## src/rtl/decode_stage.sv

```systemverilog
// Registered instruction decode stage: valid/ready on both sides, pending-write
// scoreboard for RAW/WAW stalls, flush, and a saturating hazard-stall counter.
module decode_stage #(
    parameter int unsigned OFF_W = 32,
    parameter int unsigned SB_EN = 1,
    parameter int unsigned CNT_W = 16
) (
    input  logic             clk,
    input  logic             reset,
    input  logic             in_valid,
    output logic             in_ready,
    input  logic [31:0]      in_ir,
    output logic             out_valid,
    input  logic             out_ready,
    output logic [6:0]       out_op,
    output logic             out_y_sel,
    output logic             out_write,
    output logic [4:0]       out_addr_a,
    output logic [4:0]       out_addr_b,
    output logic [4:0]       out_addr_d,
    output logic [OFF_W-1:0] out_offset,
    output logic [9:0]       out_offset_lo,
    output logic [4:0]       out_offset_hi,
    input  logic             wb_valid,
    input  logic [4:0]       wb_addr,
    input  logic             flush,
    output logic [CNT_W-1:0] stall_cnt
);

    logic [6:0]       op_w;
    logic             y_sel_w;
    logic             write_w;
    logic             store_w;
    logic [4:0]       a_w;
    logic [4:0]       b_w;
    logic [4:0]       d_w;
    logic [OFF_W-1:0] offset_w;

    logic [31:0]      sb_q, sb_d;
    logic [31:0]      wb_mask;
    logic [31:0]      eff;
    logic             raw_w;
    logic             waw_w;
    logic             hazard;
    logic             accept;

    logic             out_valid_q, out_valid_d;
    logic [6:0]       out_op_q;
    logic             out_y_sel_q;
    logic             out_write_q;
    logic [4:0]       out_addr_a_q;
    logic [4:0]       out_addr_b_q;
    logic [4:0]       out_addr_d_q;
    logic [OFF_W-1:0] out_offset_q;
    logic [9:0]       out_offset_lo_q;
    logic [4:0]       out_offset_hi_q;
    logic [CNT_W-1:0] cnt_q, cnt_d;

    assign op_w     = in_ir[31:25];
    assign d_w      = in_ir[24:20];
    assign a_w      = in_ir[19:15];
    assign b_w      = in_ir[14:10];
    assign y_sel_w  = (op_w[6:2] != 5'b00100);
    assign write_w  = (op_w <= 7'h11);
    assign store_w  = (op_w == 7'h12) || (op_w == 7'h13);
    assign offset_w = OFF_W'($signed(in_ir[14:0]));

    // Same-cycle writeback is bypassed into the hazard view; bit 0 is never set.
    assign wb_mask = wb_valid ? (32'd1 << wb_addr) : '0;
    assign eff     = sb_q & ~wb_mask;

    assign raw_w  = eff[a_w] | (y_sel_w & eff[b_w]) | (store_w & eff[d_w]);
    assign waw_w  = write_w & eff[d_w];
    assign hazard = (SB_EN != 0) && (raw_w || waw_w);

    assign in_ready = (!out_valid_q || out_ready) && !hazard && !flush;
    assign accept   = in_valid && in_ready;

    always_comb begin
        sb_d = eff;
        if (flush && out_valid_q && out_write_q) begin
            sb_d[out_addr_d_q] = 1'b0;
        end
        // Applied after the writeback clear so a same-register set wins.
        if (accept && write_w && (d_w != 5'd0)) begin
            sb_d[d_w] = 1'b1;
        end
        sb_d[0] = 1'b0;
    end

    always_comb begin
        out_valid_d = out_valid_q;
        if (flush) begin
            out_valid_d = 1'b0;
        end else if (accept) begin
            out_valid_d = 1'b1;
        end else if (out_ready) begin
            out_valid_d = 1'b0;
        end
    end

    always_comb begin
        cnt_d = cnt_q;
        if (in_valid && hazard && !flush && (cnt_q != '1)) begin
            cnt_d = cnt_q + 1'b1;
        end
    end

    always_ff @(posedge clk) begin
        if (reset) begin
            sb_q        <= '0;
            out_valid_q <= 1'b0;
            cnt_q       <= '0;
        end else begin
            sb_q        <= sb_d;
            out_valid_q <= out_valid_d;
            cnt_q       <= cnt_d;
        end
    end

    always_ff @(posedge clk) begin
        if (reset) begin
            out_op_q        <= '0;
            out_y_sel_q     <= 1'b0;
            out_write_q     <= 1'b0;
            out_addr_a_q    <= '0;
            out_addr_b_q    <= '0;
            out_addr_d_q    <= '0;
            out_offset_q    <= '0;
            out_offset_lo_q <= '0;
            out_offset_hi_q <= '0;
        end else if (accept) begin
            out_op_q        <= op_w;
            out_y_sel_q     <= y_sel_w;
            out_write_q     <= write_w;
            out_addr_a_q    <= a_w;
            out_addr_b_q    <= b_w;
            out_addr_d_q    <= d_w;
            out_offset_q    <= offset_w;
            out_offset_lo_q <= in_ir[9:0];
            out_offset_hi_q <= in_ir[24:20];
        end
    end

    assign out_valid     = out_valid_q;
    assign out_op        = out_op_q;
    assign out_y_sel     = out_y_sel_q;
    assign out_write     = out_write_q;
    assign out_addr_a    = out_addr_a_q;
    assign out_addr_b    = out_addr_b_q;
    assign out_addr_d    = out_addr_d_q;
    assign out_offset    = out_offset_q;
    assign out_offset_lo = out_offset_lo_q;
    assign out_offset_hi = out_offset_hi_q;
    assign stall_cnt     = cnt_q;

endmodule

```

## config.mk

```make
export PLATFORM = sky130hd
export DESIGN_NAME = decode_stage
export DESIGN_NICKNAME = d
export VERILOG_FILES = /design/src/rtl/decode_stage.sv
export SDC_FILE = /design/constraint.sdc
export NUM_CORES = 1
export LEC_CHECK = 0
export ABC_AREA = 1
export CORE_MARGIN = 2
export CORE_UTILIZATION = 40
export CTS_BUF_LIST = sky130_fd_sc_hd__clkbuf_8
export DETAILED_ROUTE_END_ITERATION = 12
export GPL_ROUTABILITY_DRIVEN = 0
export PLACE_DENSITY_LB_ADDON = 0.15
export SLEW_MARGIN = 10
export SYNTH_ARGS = -nofsm -noshare
export SYNTH_HDL_FRONTEND = slang
export SYNTH_SLANG_ARGS = --single-unit
```

## constraint.sdc

```tcl
create_clock -name clk -period 2.8 [get_ports clk]
set_input_delay 0.56 -clock clk [delete_from_list [all_inputs] [get_ports clk]]
set_output_delay 0.56 -clock clk [all_outputs]
set_load 0.01 [all_outputs]
```

* After elaboration in Yosys (flattened, before gate mapping)
Index checks and enable logic that the tools add are counted.
** Storage, ports and cells
- ROM bits :: 0
- Logic and storage cells :: 71
- Bits in registers :: 98
- Output and inout bits :: 89
- Latch bits :: 0
- Memories :: 0
- Memory bits (writable) :: 0
** Cells by class
- Shifts and indexed selects :: 1
- Bitwise operators :: 10
- Add/subtract/negate cells :: 1
- Eq/ne operators :: 4
- Multiply operators :: 0
- Divide/modulo/power cells :: 0
- Reductions and logical operators :: 21
- Order comparisons :: 7
- Mux-type cells :: 15
** Operators with widths (number)
- $mux 32 :: 3
- $and 32x32->32 :: 2
- $not 32->32 :: 2
- $or 32x32->32 :: 1
- $shl 1x5->32 const A :: 1
- $lt 5x6->1 const B :: 4
- $add 16x1->16 const B :: 1
- $ne 16x16->1 const B :: 1
- $bmux 1 s5 :: 3
- $eq 7x5->1 const B :: 2
- $logic_and 1x1->1 :: 12
- $demux 1 s5 :: 2
- $ge 5x1->1 const B :: 2
- $le 7x5->1 const B :: 1
- $mux 1 :: 7
- $ne 5x3->1 const B :: 1
- $reduce_bool 5->1 :: 1
- $and 1x1->1 :: 3
- $logic_not 1->1 :: 3
- $logic_or 1x1->1 :: 3
- $or 1x1->1 :: 2
- $reduce_bool 2->1 :: 1
- $reduce_or 2->1 :: 1

* Logic depth before layout (Yosys ltp)
Gate-level depths: netlist of run 1.
- Depth after elaboration :: 17
- Gate-level depth with buffers :: 21
- Mapped depth without buffers :: 21

* Least setup slack after synthesis of run 1
No wires, ideal clock.
- Path kind :: input-to-reg
- Start point :: input port wb_addr[0]
- End point :: register sb_q[1]
- Stages :: 20
- Data required time :: 2.729 ns
- Path slack :: 0.330 ns
- Data arrival time :: 2.399 ns
- Path buffers :: 3
- Path through :: buf_2 nor2_2 nand4_1 nand2_1 nand2_1 nand2_1 nand2_1 nand2_1 inv_1 nand2_1 nor2_1 nand2_1 nand2_1 nor2_1 nand3_1 nor2_1 buf_2 buf_4 nand4_1 a21oi_1
** On the way
- Word-level cells in the longest chain between the ends :: 17
- Elaborated cells between the ends (all ways) :: 26
** RTL lines
- start, declared :: RTL line 25 : input logic [4:0] wb_addr,
- $shl 1x5->32 * :: RTL line 69 : assign wb_mask = wb_valid ? (32'd1 << wb_addr) : '0;
- $mux 32 * :: RTL line 69
- $not 32->32 * :: RTL line 70 : assign eff = sb_q & ~wb_mask;
- $and 32x32->32 * :: RTL line 70
- $bmux 1 s5 :: RTL line 72 : assign raw_w = eff[a_w] | (y_sel_w & eff[b_w]) | (store_w & eff[d_w]);
- $mux 1 (implied by the code) :: RTL line 72
- $and 1x1->1 :: RTL line 72
- $or 1x1->1 (2 in series) :: RTL line 72
- $logic_or 1x1->1 :: RTL line 74 : assign hazard = (SB_EN != 0) && (raw_w || waw_w);
- $logic_not 1->1 :: RTL line 76 : assign in_ready = (!out_valid_q || out_ready) && !hazard && !flush;
- $logic_and 1x1->1 (2 in series) :: RTL line 76
- $logic_and 1x1->1 :: RTL line 77 : assign accept = in_valid && in_ready;
- $logic_and 1x1->1 (2 in series) :: RTL line 85 : if (accept && write_w && (d_w != 5'd0)) begin
- $mux 32 * :: RTL line 85
- end signal, assigned :: RTL line 111 : sb_q <= '0;
- end signal, assigned :: RTL line 115 : sb_q <= sb_d;
- end, declared :: RTL line 39 : logic [31:0] sb_q, sb_d;
Mark *: on every way between the ends. The rest lies on a longest branch, timed or not. The select of a mux whose other input is x is not followed.
A chain may end at the register's enable or synchronous reset.

* Worst setup path in the final report of run 1
- Start point :: input port in_ir[16]
- End point :: output port in_ready
** On the way
- Word-level cells in the longest chain between the ends :: 8
** RTL lines
- start, declared :: RTL line 12 : input logic [31:0] in_ir,
- $bmux 1 s5 :: RTL line 72
- $mux 1 (implied by the code) :: RTL line 72
- $or 1x1->1 (2 in series) :: RTL line 72
- $logic_or 1x1->1 :: RTL line 74
- $logic_not 1->1 :: RTL line 76
- $logic_and 1x1->1 (2 in series) :: RTL line 76
- end, declared :: RTL line 11 : output logic in_ready,
No other way between the ends. The select of a mux whose other input is x is not followed.

==> key figures, run 1 <==
Outcome
  – Status: finished clean

Floorplan
  – Die W: 119 um
  – IO Count: 132
  – Die ar.: 14200 um^2
  – Row count: 42
  – Initial core utilization: 40.5%
  – Core area: 13100 um^2
  – Die span in y: 119 um

Yosys
  – Number of synthesized flops with an enable pin: 0
  – Ys async rst share: 0%
  – Synth cell types: 31
  – Mean post-synth cell area: 6.25 um^2
  – Syn_nets: 895
  – Top-area cell type share of the netlist area: 30.9%
  – Post-synthesis sequential area ratio: 30.9%
  – Yosys reg bits: 82
  – Dominant cell type by area after synthesis: dfxtp_1
  – Leading cell types by total area after synthesis: dfxtp_1 (31%), nand3_1 (13%), nand2_1 (11%)
  – YS warnings: 0
  – Mapped Area: 5320 um^2
  – Post-synthesis cell count: 851
  – Main synth FF type: dfxtp_1

Worst setup path
  – CP Launch Type: primary input
  – CP Max Fanout: 8
  – Crit path max-delay family: buffers and inverters
  – Worst path bufs/invs: 4
  – Critical path depth: 11
  – CP arrival: 2.19 ns
  – CP max-delay cell: clkdlybuf4s50_1
  – Crit path capture: in_ready
  – CP dominant cell by count: nor2_1
  – R2r endpoint: sb_q[21]$_SDFF_PP0_
  – CP cell instances: clkdlybuf4s50_1 > buf_12 > o21ai_1 > a21oi_1 > nor2_1 > nor2_1 > nor2_1 > nor2_4 > nand3_2 > inv_2 > buf_6
  – Slack of the worst reg-to-reg path: 0.55 ns
  – FF-to-FF path depth: 16
  – Worst setup startpoint: in_ir[16]
  – Crit path required time: 2.24 ns
  – Worst path max stage delay: 0.61 ns
  – Critical path class: primary input to output port
  – Reg2reg start: sb_q[30]$_SDFF_PP0_
  – Crit path capture type: output port

Place
  – Hpwl dp: 14400 um
  – Worst slack, placed: -1.01 ns
  – Port bufs: 131

Final layout
  – Reg area: 1640 um^2
  – Multi-input logic area: 3110 um^2
  – Final core utilization: 58.5%
  – Diode count: 0
  – Layout cell share with drive strength beyond 1: 18.7%
  – Fillers: 1288
  – Area growth from synthesis to layout: 44.5%
  – Most frequent cells in the layout: nand2_1 (148), nand3_1 (133), clkdlybuf4s50_1 (114)
  – Commonest non-fill, non-tap cell in the layout: nand2_1
  – Final-stage net count: 1068

Clocking
  – Clock slew at reported path FFs: 0.09 ns
  – Sink Count: 82
  – CTS Buffer Depth: 2
  – CTS tree: built
  – Clock buffer count from CTS: 9
  – H-tree levels: 3
  – # hold bufs at CTS: 0
  – CTS root buf: clkbuf_8
  – Clk Latency, worst-skew pair: 0.38 ns

Power and ir drop
  – Pwr Density: 363 nW/um^2
  – Peak supply drop: 267 uV
  – Overall power: 2790 uW
  – Leak: 0.00301 uW

Global route
  – Largest net degree at the start of global routing: 44
  – Antenna violations before repair: 0
  – Grt total ovfl: 0
  – Global-route wire length before repair: 30200 um
  – Vias in the first global route: 5826
  – Gr usage total: 26.6%

Detailed routing
  – Number of remaining DRC errors: 0
  – Wire length per cell: 15.8 um
  – Via Count: 6417
  – Iteration-0 DRC Markers: 720
  – Drt pass-1 iters: 5
  – Final WL: 19100 um
  – Post-DRT Antenna Nets: 0
  – Vias/cell: 5.33

Timing
  – Slew Limit Fails: 0
  – Slew HR: 63.2%
  – Final Cycle Share: 98.2%
  – Fmax: 0.364 GHz
  – RSZ-0062 raised after global routing: true
  – Worst Skew: 0.0128 ns
  – Slew @ Worst Pin: 0.552 ns
  – Final hold violations: 0
  – Final period demand of the worst path: 2.75 ns
  – Final worst setup slack: 0.0512 ns
  – Final setup viols: 0
  – Fin Hold WS: 0.491 ns

Job
  – Max-cap violations: 0

Min path
  – Worst hold path class: flip-flop to flip-flop
-- timing repair --
item                                    in CTS  in global routing
pin swaps                                   21                 22
gates resized for setup                     88                 31
buffers inserted                            11                  1
endpoints found under the setup margin      73                 14
hold endpoints to repair                     0                  0
gates cloned                                 0                  0
-- kinds of logic after synthesis --
logic type               after synthesis  synth area share (%)
adder cells (fa/ha/maj)                1                 0.235
AND/OR/NAND/NOR                      467                  39.3
buffers and inverters                153                  14.1
AO/OA/AOI/OAI                        145                  15.0
XOR/XNOR                               3                 0.494
flip-flops                            82                  30.9
-- registers in the layout, summed over array words and instances, names as in the netlist, 5 cells and up --
name           count
sb_q              31
out_offset        10
out_op             7
out_addr_b         5
out_addr_a         5
stall_cnt         16
out_offset_hi      5
-- per-stage QoR --
| step | cell area [um^2] | setup TNS, ns | std cells |
|---|---|---|---|
| 2_1_floorplan | 5320 | 0 | 851 |
| 3_3_place_gp | 7210 | -54.38 | 1177 |
| 3_5_place_dp | 7210 | -54.26 | 1177 |
| 4_1_cts | 7590 | 0 | 1204 |
| 5_1_grt | 7690 | -0.0788 | 1205 |
| 6_report | 7690 | 0 | 1205 |
-- Yosys cell counts, types with 7 or more instances --
master / n
a21oi_1: 63
buf_2: 13
buf_4: 43
clkbuf_1: 19
dfxtp_1: 82
inv_1: 68
inv_2: 8
nand2_1: 160
nand3_1: 143
nand4_1: 41
nor2_1: 96
nor3_1: 15
o211ai_1: 16
o21ai_0: 17
o21ai_1: 37
o21bai_1: 7
-- worst register-to-register path, delay by kind of cell (launching register included) --
| family | cells | cell delay [ns] |
|---|---|---|
| flip-flops | 1 | 0.34 |
| buffers and inverters | 4 | 0.52 |
| AND/OR/NAND/NOR | 10 | 1.01 |
| AO/OA/AOI/OAI | 2 | 0.32 |
-- routing by layer --
layer | track usage [%] | routed length [um] | part of all wire (%)
met1 | 35.0 | 8430 | 44
met2 | 40.8 | 8300 | 43
met3 | 6.51 | 1640 | 8.6
met4 | 12.7 | 716 | 3.7
met5 | 0 | 0 | 0
-- cell type report --
cell class	count	share of cell area (%)
flip-flops and latches	82	21.4
repair buffers	238	28.9
well taps	176	2.86
inverters	77	3.92
multi-input cells	616	40.4
clock inverters	6	0.749
clock buffers	10	1.79
-- worst min path at each step --
stage / cells past startpoint / start / slack [ns] / to
finish: 2 / stall_cnt[8]$_SDFFE_PP0P_ / 0.49 / stall_cnt[8]$_SDFFE_PP0P_
global route: 2 / stall_cnt[8]$_SDFFE_PP0P_ / 0.51 / stall_cnt[8]$_SDFFE_PP0P_
CTS: 2 / stall_cnt[8]$_SDFFE_PP0P_ / 0.49 / stall_cnt[8]$_SDFFE_PP0P_
detailed placement: 2 / out_write$_SDFFE_PP0P_ / 0.47 / out_write$_SDFFE_PP0P_
global placement: 2 / stall_cnt[8]$_SDFFE_PP0P_ / 0.47 / stall_cnt[8]$_SDFFE_PP0P_
floorplan: 2 / sb_q[26]$_SDFF_PP0_ / 0.47 / sb_q[26]$_SDFF_PP0_
-- power by group --
| part | total, uW | switching (uW) | internal (uW) | leakage, uW |
|---|---|---|---|---|
| Clock | 878 | 448 | 430 | 0.000107 |
| Sequential | 1240 | 35.7 | 1200 | 0.000664 |
| Combinational | 679 | 352 | 327 | 0.00224 |
Note: power is estimated with default switching activity, not from simulation.
==> run 2, diff against run 1 <==
==> constraint.sdc (replaced) <==
create_clock -name clk -period 2.8 [get_ports clk]
set_input_delay 0.42 -clock clk [delete_from_list [all_inputs] [get_ports clk]]
set_output_delay 0.42 -clock clk [all_outputs]
set_load 0.01 [all_outputs]
==> run 2 against run 1 <==
- clock power fell by 14%
- clock skew rose by 0.0012 ns
- cell area fell by 1.5%
- setup slack improved by 0.076 ns
- maximum frequency rose by 2.8%
- sequential share of layout area rose by 0.32 points
- die area did not move
- sequential power barely moved
- clock-buffer cell count fell by 1
- combinational power fell by 3%
- largest power group unchanged
- highest routed layer unchanged
==> key figures, run 2 (same netlist as run 1, synthesis figures left out) <==
Timing
  – Slew HR: 64.2%
  – Slew @ Worst Pin: 0.532 ns
  – Setup_tns: 0 ns
  – Fmax: 0.374 GHz
  – Slew Limit Fails: 0
  – Final period demand of the worst path: 2.67 ns
  – Fin Hold WS: 0.492 ns
  – RSZ-0062 raised after global routing: false
  – Final setup viols: 0
  – Final hold violations: 0
  – Final Cycle Share: 95.5%
  – Worst Skew: 0.0141 ns

Final layout
  – Fillers: 1278
  – Reg area: 1640 um^2
  – Commonest non-fill, non-tap cell in the layout: nand2_1
  – Area growth from synthesis to layout: 42.4%
  – Final-stage net count: 1065
  – Layout cell share with drive strength beyond 1: 16.4%
  – Largest Register: sb_q
  – Most frequent cells in the layout: nand2_1 (152), nand3_1 (140), clkdlybuf4s50_1 (119)
  – Max reg flops: 31
  – Multi-input logic area: 3050 um^2

Global route
  – Antenna violations before repair: 1
  – Global-route wire length before repair: 29600 um
  – Grt total ovfl: 0
  – Vias in the first global route: 5705
  – Gr usage total: 26.0%
  – Largest net degree at the start of global routing: 44

Power and ir drop
  – Clk network pwr share: 28.5%
  – Peak supply drop: 313 uV
  – Part of the power in registers: 46.6%
  – Pwr Density: 350 nW/um^2
  – Net Sw Frac: 30.9%
  – Leak: 0.00299 uW
  – Psw: 818 uW
  – P_int: 1830 uW
  – Logic pwr share: 24.9%

Clocking
  – Sink Count: 82
  – H-tree levels: 3
  – Clock slew at reported path FFs: 0.09 ns
  – # hold bufs at CTS: 0
  – CTS tree: built
  – Clk Latency, worst-skew pair: 0.38 ns
  – Clock buffer count from CTS: 9
  – CTS root buf: clkbuf_8
  – CTS Buffer Depth: 2

Floorplan
  – Row count: 42
  – Die ar.: 14200 um^2
  – Initial core utilization: 40.5%
  – Die W: 119 um
  – IO Count: 132
  – Core area: 13100 um^2
  – Die span in y: 119 um

Detailed routing
  – Drt pass-1 iters: 6
  – Number of remaining DRC errors: 0
  – Post-DRT Antenna Nets: 0
  – Final WL: 18600 um
  – Vias/cell: 5.28
  – Wire length per cell: 15.5 um
  – Iteration-0 DRC Markers: 634
  – Via Count: 6354

Worst setup path
  – CP arrival: 2.25 ns
  – CP Max Fanout: 2
  – Critical path class: primary input to output port
  – Crit path capture type: output port
  – Crit path required time: 2.38 ns
  – CP Launch Type: primary input

Min path
  – Worst hold path class: flip-flop to flip-flop

Place
  – Hpwl dp: 14200 um
  – Port bufs: 131

Outcome
  – Status: finished clean

Job
  – Max-cap violations: 0
## run 2: cell count changes in the layout (fill, tap and decap cells not counted), sizes merged
cell	before	now
bufinv	1	0
clkinv	4	7
inv	78	77
dlygate4sd2	6	0
dlymetal6s2s	1	6
diode	0	1
buf	113	105
clkdlybuf4s50	114	119
## run 2: layer usage
layer  GRT usage (%)  vias up  routed length (um)
met1            34.9     2800                8150
met4            10.0        0                 451
li1                -     3191                   -
met5               0        -                   0
met3            5.84       36                1740
met2            40.6      327                8290
## run 2: worst max-delay path: stages
cell             delay, ns
clkdlybuf4s50_1       0.42
or2_2                 0.32
a21oi_2               0.14
nand2_2               0.08
a21oi_2               0.12
nand2_1               0.09
nor2_1                0.09
nand2_1               0.05
nor2_1                0.08
nand2_1               0.06
nand2_2               0.07
nor2_4                0.05
nand3_2               0.07
inv_1                 0.04
buf_2                 0.13
## run 2: through the flow
stage | setup WS (ns) | utilization (%) | area (um^2) | total power, uW | instances
6_report | 0.127 | 57.6 | 7570 | 2650 | 1203
5_1_grt | 0.00874 | 57.6 | 7570 | 2770 | 1203
4_1_cts | 0.000835 | 56.9 | 7480 | 2650 | 1197
3_5_place_dp | -0.700 | 54.9 | 7210 | 1890 | 1175
3_3_place_gp | -0.756 | 54.9 | 7210 | 1890 | 1175
2_1_floorplan | 0.470 | - | 5320 | 1570 | 851
## run 2: final cells by class
type | count | share of cell area [%]
antenna | 1 | 0.0330
clock inverter | 7 | 0.496
clock buffer | 9 | 1.64
multi-input combinational | 616 | 40.2
inverter | 77 | 3.85
tap | 176 | 2.91
timing repair buffer | 235 | 29.2
sequential | 82 | 21.7
## run 2: worst paths after layout
check                                          startpoint                         end  cells past startpoint  slack (ns)
worst max-delay path                            in_ir[31]                    in_ready                     15        0.13
worst min-delay path            stall_cnt[8]$_SDFFE_PP0P_   stall_cnt[8]$_SDFFE_PP0P_                      2        0.49
worst max register to register        sb_q[30]$_SDFF_PP0_  out_offset[5]$_SDFFE_PP0P_                     18        0.60
worst min register to register  stall_cnt[8]$_SDFFE_PP0P_   stall_cnt[8]$_SDFFE_PP0P_                      2        0.49
## run 2: power by group through the flow
stage,logic (uW),clock network [uW],registers [uW]
after floorplan,300,0,1270
after global placement,630,0,1260
after detailed placement,629,0,1260
after CTS,647,768,1240
after global routing,710,815,1240
final,661,754,1240
## run 2: timing repair
action	CTS	global route
resized for setup	28	33
setup buffers	5	5
endpoints found under the setup margin	67	67
gates cloned	1	0
pin swaps	7	7
==> run 3, diff against run 2 <==
--- a/config.mk
+++ b/config.mk
@@ -6,7 +6,7 @@
 export NUM_CORES = 1
 export LEC_CHECK = 0
 export ABC_AREA = 1
-export CORE_MARGIN = 2
+export CORE_MARGIN = 3
 export CORE_UTILIZATION = 40
 export CTS_BUF_LIST = sky130_fd_sc_hd__clkbuf_8
 export DETAILED_ROUTE_END_ITERATION = 12
==> run 3 against run 2 <==
- cell area rose by 1.6%
- via count rose by 2.7%
- critical path type is now primary input to flip-flop
- first-iteration DRC count rose by 19%
- cell count rose by 0.58%
- highest routed layer unchanged
- critical path depth rose by 7
- utilization rose by 2.3 points
- clock-buffer cell count did not move
- clock power rose by 29%
==> key figures, run 3 (same netlist as run 1, synthesis figures left out) <==
Detailed routing
  – Drt pass-1 iters: 6
  – Iteration-0 DRC Markers: 754
  – Post-DRT Antenna Nets: 0
  – Wire length per cell: 16.0 um
  – Met3 routed WL: 1890 um
  – Met2 routed WL: 8590 um
  – Top layer in use: met4
  – Post-Route M1 WL: 8240 um
  – Vias/cell: 5.40
  – Via Count: 6528
  – Number of remaining DRC errors: 0
  – Final WL: 19400 um

Timing
  – Final setup viols: 0
  – Fin Hold WS: 0.497 ns
  – Slew Limit Fails: 0
  – Setup_tns: 0 ns
  – Slew @ Worst Pin: 0.550 ns
  – Final Cycle Share: 97.1%
  – Fmax: 0.368 GHz
  – Worst Skew: 0.0191 ns
  – Final period demand of the worst path: 2.72 ns
  – Final hold violations: 0
  – Slew HR: 63.3%

Final layout
  – Largest Register: sb_q
  – Layout cell share with drive strength beyond 1: 17.7%
  – Max reg flops: 31
  – Final-stage net count: 1078
  – Multi-input logic area: 3070 um^2
  – Final Cell Area: 7690 um^2
  – Commonest non-fill, non-tap cell in the layout: nand2_1
  – Fillers: 1228
  – Diode count: 0
  – Most frequent cells in the layout: nand2_1 (150), nand3_1 (137), clkdlybuf4s50_1 (120)
  – Final core utilization: 60.0%
  – Reg area: 1640 um^2
  – Area growth from synthesis to layout: 44.6%

Job
  – Max-cap violations: 0

Global route
  – Grt total ovfl: 0
  – Global-route wire length before repair: 30600 um
  – Gr usage total: 26.1%
  – Largest net degree at the start of global routing: 34
  – Vias in the first global route: 6007
  – Antenna violations before repair: 0

Clocking
  – CTS root buf: clkbuf_8
  – Clock buffer count from CTS: 9
  – # hold bufs at CTS: 0
  – Sink Count: 82
  – CTS tree: built
  – CTS Buffer Depth: 2
  – Clk Latency, worst-skew pair: 0.38 ns
  – H-tree levels: 3
  – Clock slew at reported path FFs: 0.09 ns

Outcome
  – Status: finished clean

Floorplan
  – Core area: 12800 um^2
  – IO Count: 132
  – Die span in y: 121 um
  – Die W: 121 um
  – Die ar.: 14700 um^2
  – Row count: 41
  – Initial core utilization: 41.5%

Power and ir drop
  – Leak: 0.00304 uW
  – Pwr Density: 373 nW/um^2
  – Peak supply drop: 307 uV

Min path
  – Worst hold path class: flip-flop to flip-flop

Worst setup path
  – Crit path required time: 3.11 ns
  – CP arrival: 3.03 ns
  – Critical path class: primary input to flip-flop
  – Crit path capture type: flip-flop
  – CP Launch Type: primary input
  – CP Max Fanout: 7

Place
  – Hpwl dp: 14600 um
  – DP Area: 7230 um^2
  – Port bufs: 131
[run 3: cell count changes in the layout (fill, tap and decap cells not counted), sizes merged, moves of 2 or more]
cell          previous run  this run
dlymetal6s2s             6         3
bufinv                   0         2
clkinv                   7         3
buf                    105       118
[run 3: area by class of cell]
| cell class | count | area share (%) |
|---|---|---|
| multi-input combinational | 616 | 40.0 |
| timing repair buffer | 248 | 29.3 |
| clock inverter | 6 | 1.17 |
| clock buffer | 9 | 1.61 |
| tap | 172 | 2.80 |
| sequential | 82 | 21.3 |
| inverter | 77 | 3.76 |
[run 3: what timing repair did]
item / 4_1_cts / 5_1_grt
setup endpoints to repair: 66 / 66
gates resized for setup: 34 / 34
pin swaps: 5 / 7
buffers inserted: 16 / 4
[run 3: worst max-delay path: stages]
cell and delay [ns]:
clkdlybuf4s15_1 0.19, inv_2 0.07, nor2_4 0.06, buf_8 0.14, nand2_4 0.08, nand2_4 0.05, buf_4 0.12, buf_4 0.12
buf_4 0.12, buf_4 0.12, buf_4 0.13, buf_4 0.13, buf_4 0.12, buf_4 0.12, buf_4 0.12, buf_4 0.12
buf_4 0.13, buf_4 0.12, buf_4 0.12, buf_4 0.12, o21bai_1 0.14, a21oi_1 0.16
[run 3: worst paths after layout]
check	start	end	slack (ns)	cells past startpoint
max	wb_valid	sb_q[7]$_SDFF_PP0_	0.08	22
min	stall_cnt[8]$_SDFFE_PP0P_	stall_cnt[8]$_SDFFE_PP0P_	0.50	2
max reg2reg	sb_q[7]$_SDFF_PP0_	sb_q[7]$_SDFF_PP0_	0.24	17
min reg2reg	stall_cnt[8]$_SDFFE_PP0P_	stall_cnt[8]$_SDFFE_PP0P_	0.50	2
[run 3: where the power goes]
part / switching, uW / internal, uW / total [uW]
logic: 342 / 316 / 658
registers: 36.7 / 1200 / 1240
clock network: 470 / 500 / 970
total: 849 / 2020 / 2870
[run 3: metrics by stage]
step                std cells  worst slack (ns)  power (uW)
detailed placement       1176            -0.711        1900
global route             1210          -0.00361        2990
global placement         1176            -0.722        1900
finish                   1210            0.0805        2870
CTS                      1207           0.00573        2870
floorplan                 851             0.470        1570
[run 3: layer usage]
metal | track usage [%] | up-vias
met1 | 34.7 | 2924
met2 | 39.7 | 360
met5 | 0 | -
li1 | - | 3199
met4 | 11.9 | 0
met3 | 6.34 | 45
